## src/rtl/irq_ctrl.sv

```systemverilog
// irq_ctrl: Wishbone-slave interrupt controller with synchronised sources,
// edge/level mode, fixed lowest-index priority and claim/complete.
module irq_ctrl #(
  parameter int NUM_SRC    = 8,
  parameter int ADDR_WIDTH = 8
) (
  input  logic                  clk,
  input  logic                  rst_n,
  input  logic [ADDR_WIDTH-1:0] wb_addr,
  input  logic [31:0]           wb_dat_i,
  output logic [31:0]           wb_dat_o,
  input  logic                  wb_we,
  input  logic [3:0]            wb_sel,
  input  logic                  wb_stb,
  output logic                  wb_ack,
  input  logic [NUM_SRC-1:0]    irq_src,
  output logic                  irq_out
);

  typedef enum logic {
    IDLE,
    BUSY
  } state_t;

  localparam logic [5:0] A_PEND  = 6'h00;
  localparam logic [5:0] A_EN    = 6'h01;
  localparam logic [5:0] A_MODE  = 6'h02;
  localparam logic [5:0] A_CLAIM = 6'h03;
  localparam logic [5:0] A_CMPL  = 6'h04;
  localparam logic [5:0] A_RAW   = 6'h05;

  state_t state;

  logic [NUM_SRC-1:0] s1;
  logic [NUM_SRC-1:0] s2;
  logic [NUM_SRC-1:0] s3;
  logic [NUM_SRC-1:0] edge_pend;
  logic [NUM_SRC-1:0] enable;
  logic [NUM_SRC-1:0] mode;
  logic [NUM_SRC-1:0] pending;
  logic [NUM_SRC-1:0] active;
  logic [NUM_SRC-1:0] edge_set;
  logic [NUM_SRC-1:0] w1c;
  logic [NUM_SRC-1:0] first;
  logic [NUM_SRC-1:0] claim_clr;
  logic [NUM_SRC-1:0] wdat;

  logic [4:0]  cur_id;
  logic [4:0]  claim_id;
  logic [5:0]  reg_idx;
  logic [31:0] rdata;

  logic acc;
  logic rd;
  logic wr;
  logic hit_pend;
  logic hit_en;
  logic hit_mode;
  logic hit_claim;
  logic hit_cmpl;
  logic hit_raw;
  logic claim_go;
  logic cmpl_go;
  logic unused_ok;

  assign unused_ok = ^{wb_sel, wb_addr, wb_dat_i};

  assign acc     = wb_stb && !wb_ack;
  assign rd      = acc && !wb_we;
  assign wr      = acc && wb_we;
  assign reg_idx = wb_addr[7:2];
  assign wdat    = wb_dat_i[NUM_SRC-1:0];

  assign hit_pend  = (reg_idx == A_PEND);
  assign hit_en    = (reg_idx == A_EN);
  assign hit_mode  = (reg_idx == A_MODE);
  assign hit_claim = (reg_idx == A_CLAIM);
  assign hit_cmpl  = (reg_idx == A_CMPL);
  assign hit_raw   = (reg_idx == A_RAW);

  // Level bits follow the synchronised line; edge bits come from the latch.
  assign pending  = (mode & edge_pend) | (~mode & s2);
  assign active   = pending & enable;
  assign edge_set = mode & s2 & ~s3;

  always_comb begin
    claim_id = '0;
    first    = '0;
    for (int i = NUM_SRC - 1; i >= 0; i--) begin
      if (active[i]) begin
        claim_id = 5'(i + 1);
        first    = '0;
        first[i] = 1'b1;
      end
    end
  end

  assign claim_go  = rd && hit_claim
                  && (state == IDLE)
                  && (claim_id != '0);
  assign cmpl_go   = wr && hit_cmpl
                  && (state == BUSY)
                  && (wb_dat_i[4:0] == cur_id);
  assign claim_clr = claim_go ? (first & mode) : '0;
  assign w1c       = (wr && hit_pend) ? (wdat & mode) : '0;

  always_comb begin
    rdata = '0;
    unique case (1'b1)
      hit_pend:  rdata = 32'(pending);
      hit_en:    rdata = 32'(enable);
      hit_mode:  rdata = 32'(mode);
      hit_claim: rdata = (state == IDLE) ? 32'(claim_id) : '0;
      hit_raw:   rdata = 32'(s2);
      default:   rdata = '0;
    endcase
  end

  always_ff @(posedge clk or negedge rst_n) begin
    if (!rst_n) begin
      s1 <= '0;
      s2 <= '0;
      s3 <= '0;
    end else begin
      s1 <= irq_src;
      s2 <= s1;
      s3 <= s2;
    end
  end

  // Set beats clear; leaving edge mode drops any stale latch.
  always_ff @(posedge clk or negedge rst_n) begin
    if (!rst_n) begin
      edge_pend <= '0;
    end else begin
      edge_pend <= mode
                 & ((edge_pend & ~w1c & ~claim_clr)
                 | edge_set);
    end
  end

  always_ff @(posedge clk or negedge rst_n) begin
    if (!rst_n) begin
      enable <= '0;
      mode   <= '0;
    end else if (wr) begin
      if (hit_en) enable <= wdat;
      if (hit_mode) mode <= wdat;
    end
  end

  always_ff @(posedge clk or negedge rst_n) begin
    if (!rst_n) begin
      wb_ack   <= 1'b0;
      wb_dat_o <= '0;
    end else begin
      wb_ack <= acc;
      if (acc) wb_dat_o <= wb_we ? '0 : rdata;
    end
  end

  always_ff @(posedge clk or negedge rst_n) begin
    if (!rst_n) begin
      state   <= IDLE;
      cur_id  <= '0;
      irq_out <= 1'b0;
    end else begin
      irq_out <= (|active) && (state == IDLE);
      unique case (state)
        IDLE: begin
          if (claim_go) begin
            state  <= BUSY;
            cur_id <= claim_id;
          end
        end
        BUSY: begin
          if (cmpl_go) state <= IDLE;
        end
        default: state <= IDLE;
      endcase
    end
  end

endmodule
```

## config.mk

```make
export PLATFORM = sky130hd
export DESIGN_NAME = irq_ctrl
export DESIGN_NICKNAME = d
export VERILOG_FILES = /design/src/rtl/irq_ctrl.sv
export SDC_FILE = /design/constraint.sdc
export NUM_CORES = 1
export LEC_CHECK = 0
export ABC_AREA = 1
export CORE_AREA = 2 2 79 96
export CTS_CLUSTER_DIAMETER = 150
export DETAILED_ROUTE_END_ITERATION = 7
export DIE_AREA = 0 0 81 98
export HOLD_SLACK_MARGIN = 0.15
export PLACE_DENSITY = 0.86
export SLEW_MARGIN = 20
export SYNTH_ARGS = -nofsm -noshare
export SYNTH_HDL_FRONTEND = slang
export SYNTH_SLANG_ARGS = --single-unit
```

## constraint.sdc

```tcl
create_clock -name clk -period 1.75 [get_ports clk]
set_input_delay 0.35 -clock clk [delete_from_list [all_inputs] [get_ports clk]]
set_output_delay 0.35 -clock clk [all_outputs]
set_load 0.01 [all_outputs]
```

==> metrics.md <==
| Metric | Value |
|---|---|
| Die height | `98 um` |
| First-pass GRT wire length | `12400 um` |
| Register area share after synthesis | `0.476` |
| Number of cell rows | `34` |
| Pwr/cell area | `815 nW/um^2` |
| Sw Ratio | `0.257` |
| Vias in the first global route | `2752` |
| DR WL/cell | `12.8 um` |
| Fin area | `4110 sq um` |
| Final hold viol count | `0` |
| Min Tclk post-route | `1.68 ns` |
| Max-Cap Viols | `0` |
| Placer's final routability congestion estimate | `0.903` |
| Clock Latency Late Sink | `0.35 ns` |
| Maximum vdd drop | `0.000647 V` |
| Crit path top cell by count | `nand2_1` |
| Routed Antenna Nets | `0` |
| CTS Root Buffer Type | `clkbuf_8` |
| Netlist cell types | `35` |
| IO buf count | `35` |
| EDFF count, synth | `0` |
| Req. time, crit path | `2.04 ns` |
| Worst setup EP type | `flop` |
| DRT Pass-1 Iters | `5` |
| Status | `completed` |
| WS Path Type | `input port to flop` |
| CTS tree | `built` |
| Num CTS Buffers | `9` |
| Hpwl dp | `5300 um` |
| P_leak | `1.98 nW` |
| Final Power | `3.34 mW` |
| CP max-delay cell | `clkdlybuf4s50_1` |
| Core area | `7060 sq um` |
| Max Fclk | `595 MHz` |
| GRT Resource Usage Total | `0.204` |
| Routed vias | `2697` |
| Remaining DRCs | `0` |
| Final Max Slew Viols | `0` |
| Largest net degree at the start of global routing | `64` |
| Cells after synthesis | `391` |
| Synthesis-to-layout area growth | `24.0%` |
| GR Overflow Total | `0` |
| Clock power share | `0.415` |
| Synth area leader | `dfrtp_1` |
| Setup_tns | `0 ns` |
| Worst setup SP type | `input port` |
| Synthesized area | `3310 sq um` |
| Die width | `81 um` |
| Longest Clk Path Bufs | `2` |
| Hold crit path type | `flop to flop` |
| DP Worst Slack | `-0.248 ns` |
| Asr flop ratio synth | `1.00` |
| Seq pwr share | `0.467` |
| Comb power frac | `0.118` |
| Setup Buffers After CTS | `0` |
| Share of cells above drive strength 1 | `0.227` |
| N_diodes | `0` |
| Die area | `7940 sq um` |
| # H-tree levels | `3` |
| Critical-path cell list | `clkdlybuf4s50_1, nor2_4, nand2_4, buf_4, nor2_4, buf_12, nand2_1, nand3_1, nor2_1, o21ai_1, nand2_1, nand2_1` |
| Synth area leaders | `dfrtp_1, nand2_1, buf_4` |
| DP Area | `3860 sq um` |
| Final WS setup | `0.0691 ns` |
| Post-synth top area share | `0.476` |
| Fillers | `607` |
| NetSw | `0.861 mW` |
| Starting DRT DRC Count | `213` |
| Clk slew on worst S/H paths | `0.07 ns` |
| Yosys warnings | `0` |
| Largest stage delay on the critical path | `0.47 ns` |
| CTS Sinks | `63` |
| Clock Skew | `0.00974 ns` |
| I/O pin count | `90` |
| Post-DR vias/cell | `4.89` |
| Top_reg_cell synth | `dfrtp_1` |
| Final period util | `0.960` |
| Register bit total from synthesis | `63` |
| Routed WL | `7060 um` |
| Layout Nets | `513` |
| Initial antenna violation count | `0` |
| Syn Area/Cell | `8.47 sq um` |
| CP arrival | `1.97 ns` |
| Initial Utilization | `0.469` |
| Internal power | `2.48 mW` |
| Worst-path maximum fanout | `9` |
| Setup-failing EPs final | `0` |
==> routing by layer <==
metal / part of all wire / global-route usage
met1: 0.40 / 0.254
met5: 0 / 0
met4: 0.032 / 0.104
met3: 0.071 / 0.0518
met2: 0.49 / 0.323
==> synth_stat cells, drive strengths merged, types with 2 or more instances <==
library cell	n
inv	54
o21ai	42
or2	8
nor2	25
o22ai	2
a21oi	12
buf	27
dfrtp	63
nand2	115
nor3	5
o21bai	7
nand3	21
nand4	4
==> placed cells by master (no fill, tap or decap), types with 2 or more instances in the layout <==
| cell | n |
|---|---|
| a21oi_1 | 5 |
| a21oi_2 | 6 |
| buf_12 | 3 |
| buf_4 | 20 |
| bufinv_16 | 2 |
| clkbuf_8 | 9 |
| clkdlybuf4s50_1 | 34 |
| clkinv_4 | 2 |
| clkinvlp_4 | 2 |
| conb_1 | 24 |
| dfrtp_1 | 63 |
| inv_1 | 43 |
| inv_2 | 11 |
| nand2_1 | 106 |
| nand2_2 | 6 |
| nand2_4 | 3 |
| nand3_1 | 18 |
| nand3_2 | 3 |
| nand4_1 | 2 |
| nor2_1 | 15 |
| nor2_2 | 3 |
| nor2_4 | 7 |
| nor3_1 | 4 |
| o21ai_0 | 30 |
| o21ai_1 | 4 |
| o21ai_2 | 8 |
| o21bai_2 | 6 |
| o22ai_1 | 2 |
| or2_2 | 8 |
==> path summary, 6_finish.rpt <==
check / startpoint / to / slack, ns / depth (start not counted)
min in group asynchronous: rst_n / s1[3]$_DFF_PN0_ / 0.54 / 3
worst max register to register: mode[2]$_DFFE_PN0P_ / wb_dat_o[3]$_DFFE_PN0P_ / 0.10 / 9
worst min register to register: s1[1]$_DFF_PN0_ / s2[1]$_DFF_PN0_ / 0.34 / 0
worst min-delay path: s1[1]$_DFF_PN0_ / s2[1]$_DFF_PN0_ / 0.34 / 0
max in group asynchronous: rst_n / wb_dat_o[7]$_DFFE_PN0P_ / 0.94 / 3
worst max-delay path: wb_addr[7] / wb_dat_o[3]$_DFFE_PN0P_ / 0.07 / 12
==> layout make-up <==
type | count | area, sq um | share of cell area
timing repair buffer | 59 | 566 | 0.138
tap | 90 | 113 | 0.0274
clock buffer | 9 | 124 | 0.0302
clock inverter | 7 | 97.6 | 0.0238
sequential | 63 | 1580 | 0.384
multi-input combinational | 270 | 1430 | 0.347
inverter | 54 | 203 | 0.0494
==> flip-flops by register name (all words and copies together) (netlist names) <==
register and count:
edge_pend 8, enable 8, mode 8, s1 8, s2 8, s3 8
wb_dat_o 8, cur_id 4, irq_out 1, state 1, wb_ack 1
==> metrics by stage <==
step	instances	util	hold WS [ns]
global route	552	0.581	0.356
global placement	535	0.546	0.333
floorplan	414	-	0.0544
finish	552	0.581	0.343
detailed placement	535	0.546	0.335
CTS	552	0.579	0.346
==> critical path, delay by kind of cell <==
kind | cells | cell delay [ns]
buf+inv | 3 | 0.77
simple gates | 8 | 0.70
compound gates | 1 | 0.14
==> logic make-up (layout without fill, tap and decap cells) <==
group | after synthesis | in the layout | synth area share
AOI/OAI and AO/OA | 65 | 65 | 0.132
other | 1 | 24 | 0.00113
DFF | 63 | 63 | 0.476
buffers and inverters | 81 | 129 | 0.124
xor gates and xnor gates | 2 | 2 | 0.00529
and+or+nand+nor | 179 | 179 | 0.262
==> power by group through the flow <==
stage / Sequential, mW / Combinational (mW) / Clock [mW]
6_report: 1.56 / 0.394 / 1.39
5_1_grt: 1.57 / 0.445 / 1.48
4_1_cts: 1.56 / 0.392 / 1.41
3_5_place_dp: 1.59 / 0.388 / 0
3_3_place_gp: 1.59 / 0.378 / 0
2_1_floorplan: 1.58 / 0.248 / 0
==> what timing repair did <==
item	4_1_cts	5_1_grt
resized for setup	0	3
hold buffers	1	0
endpoints found under the setup margin	0	11
endpoints found under the hold margin	63	0
No activity file was read; power rests on OpenSTA's default activity.
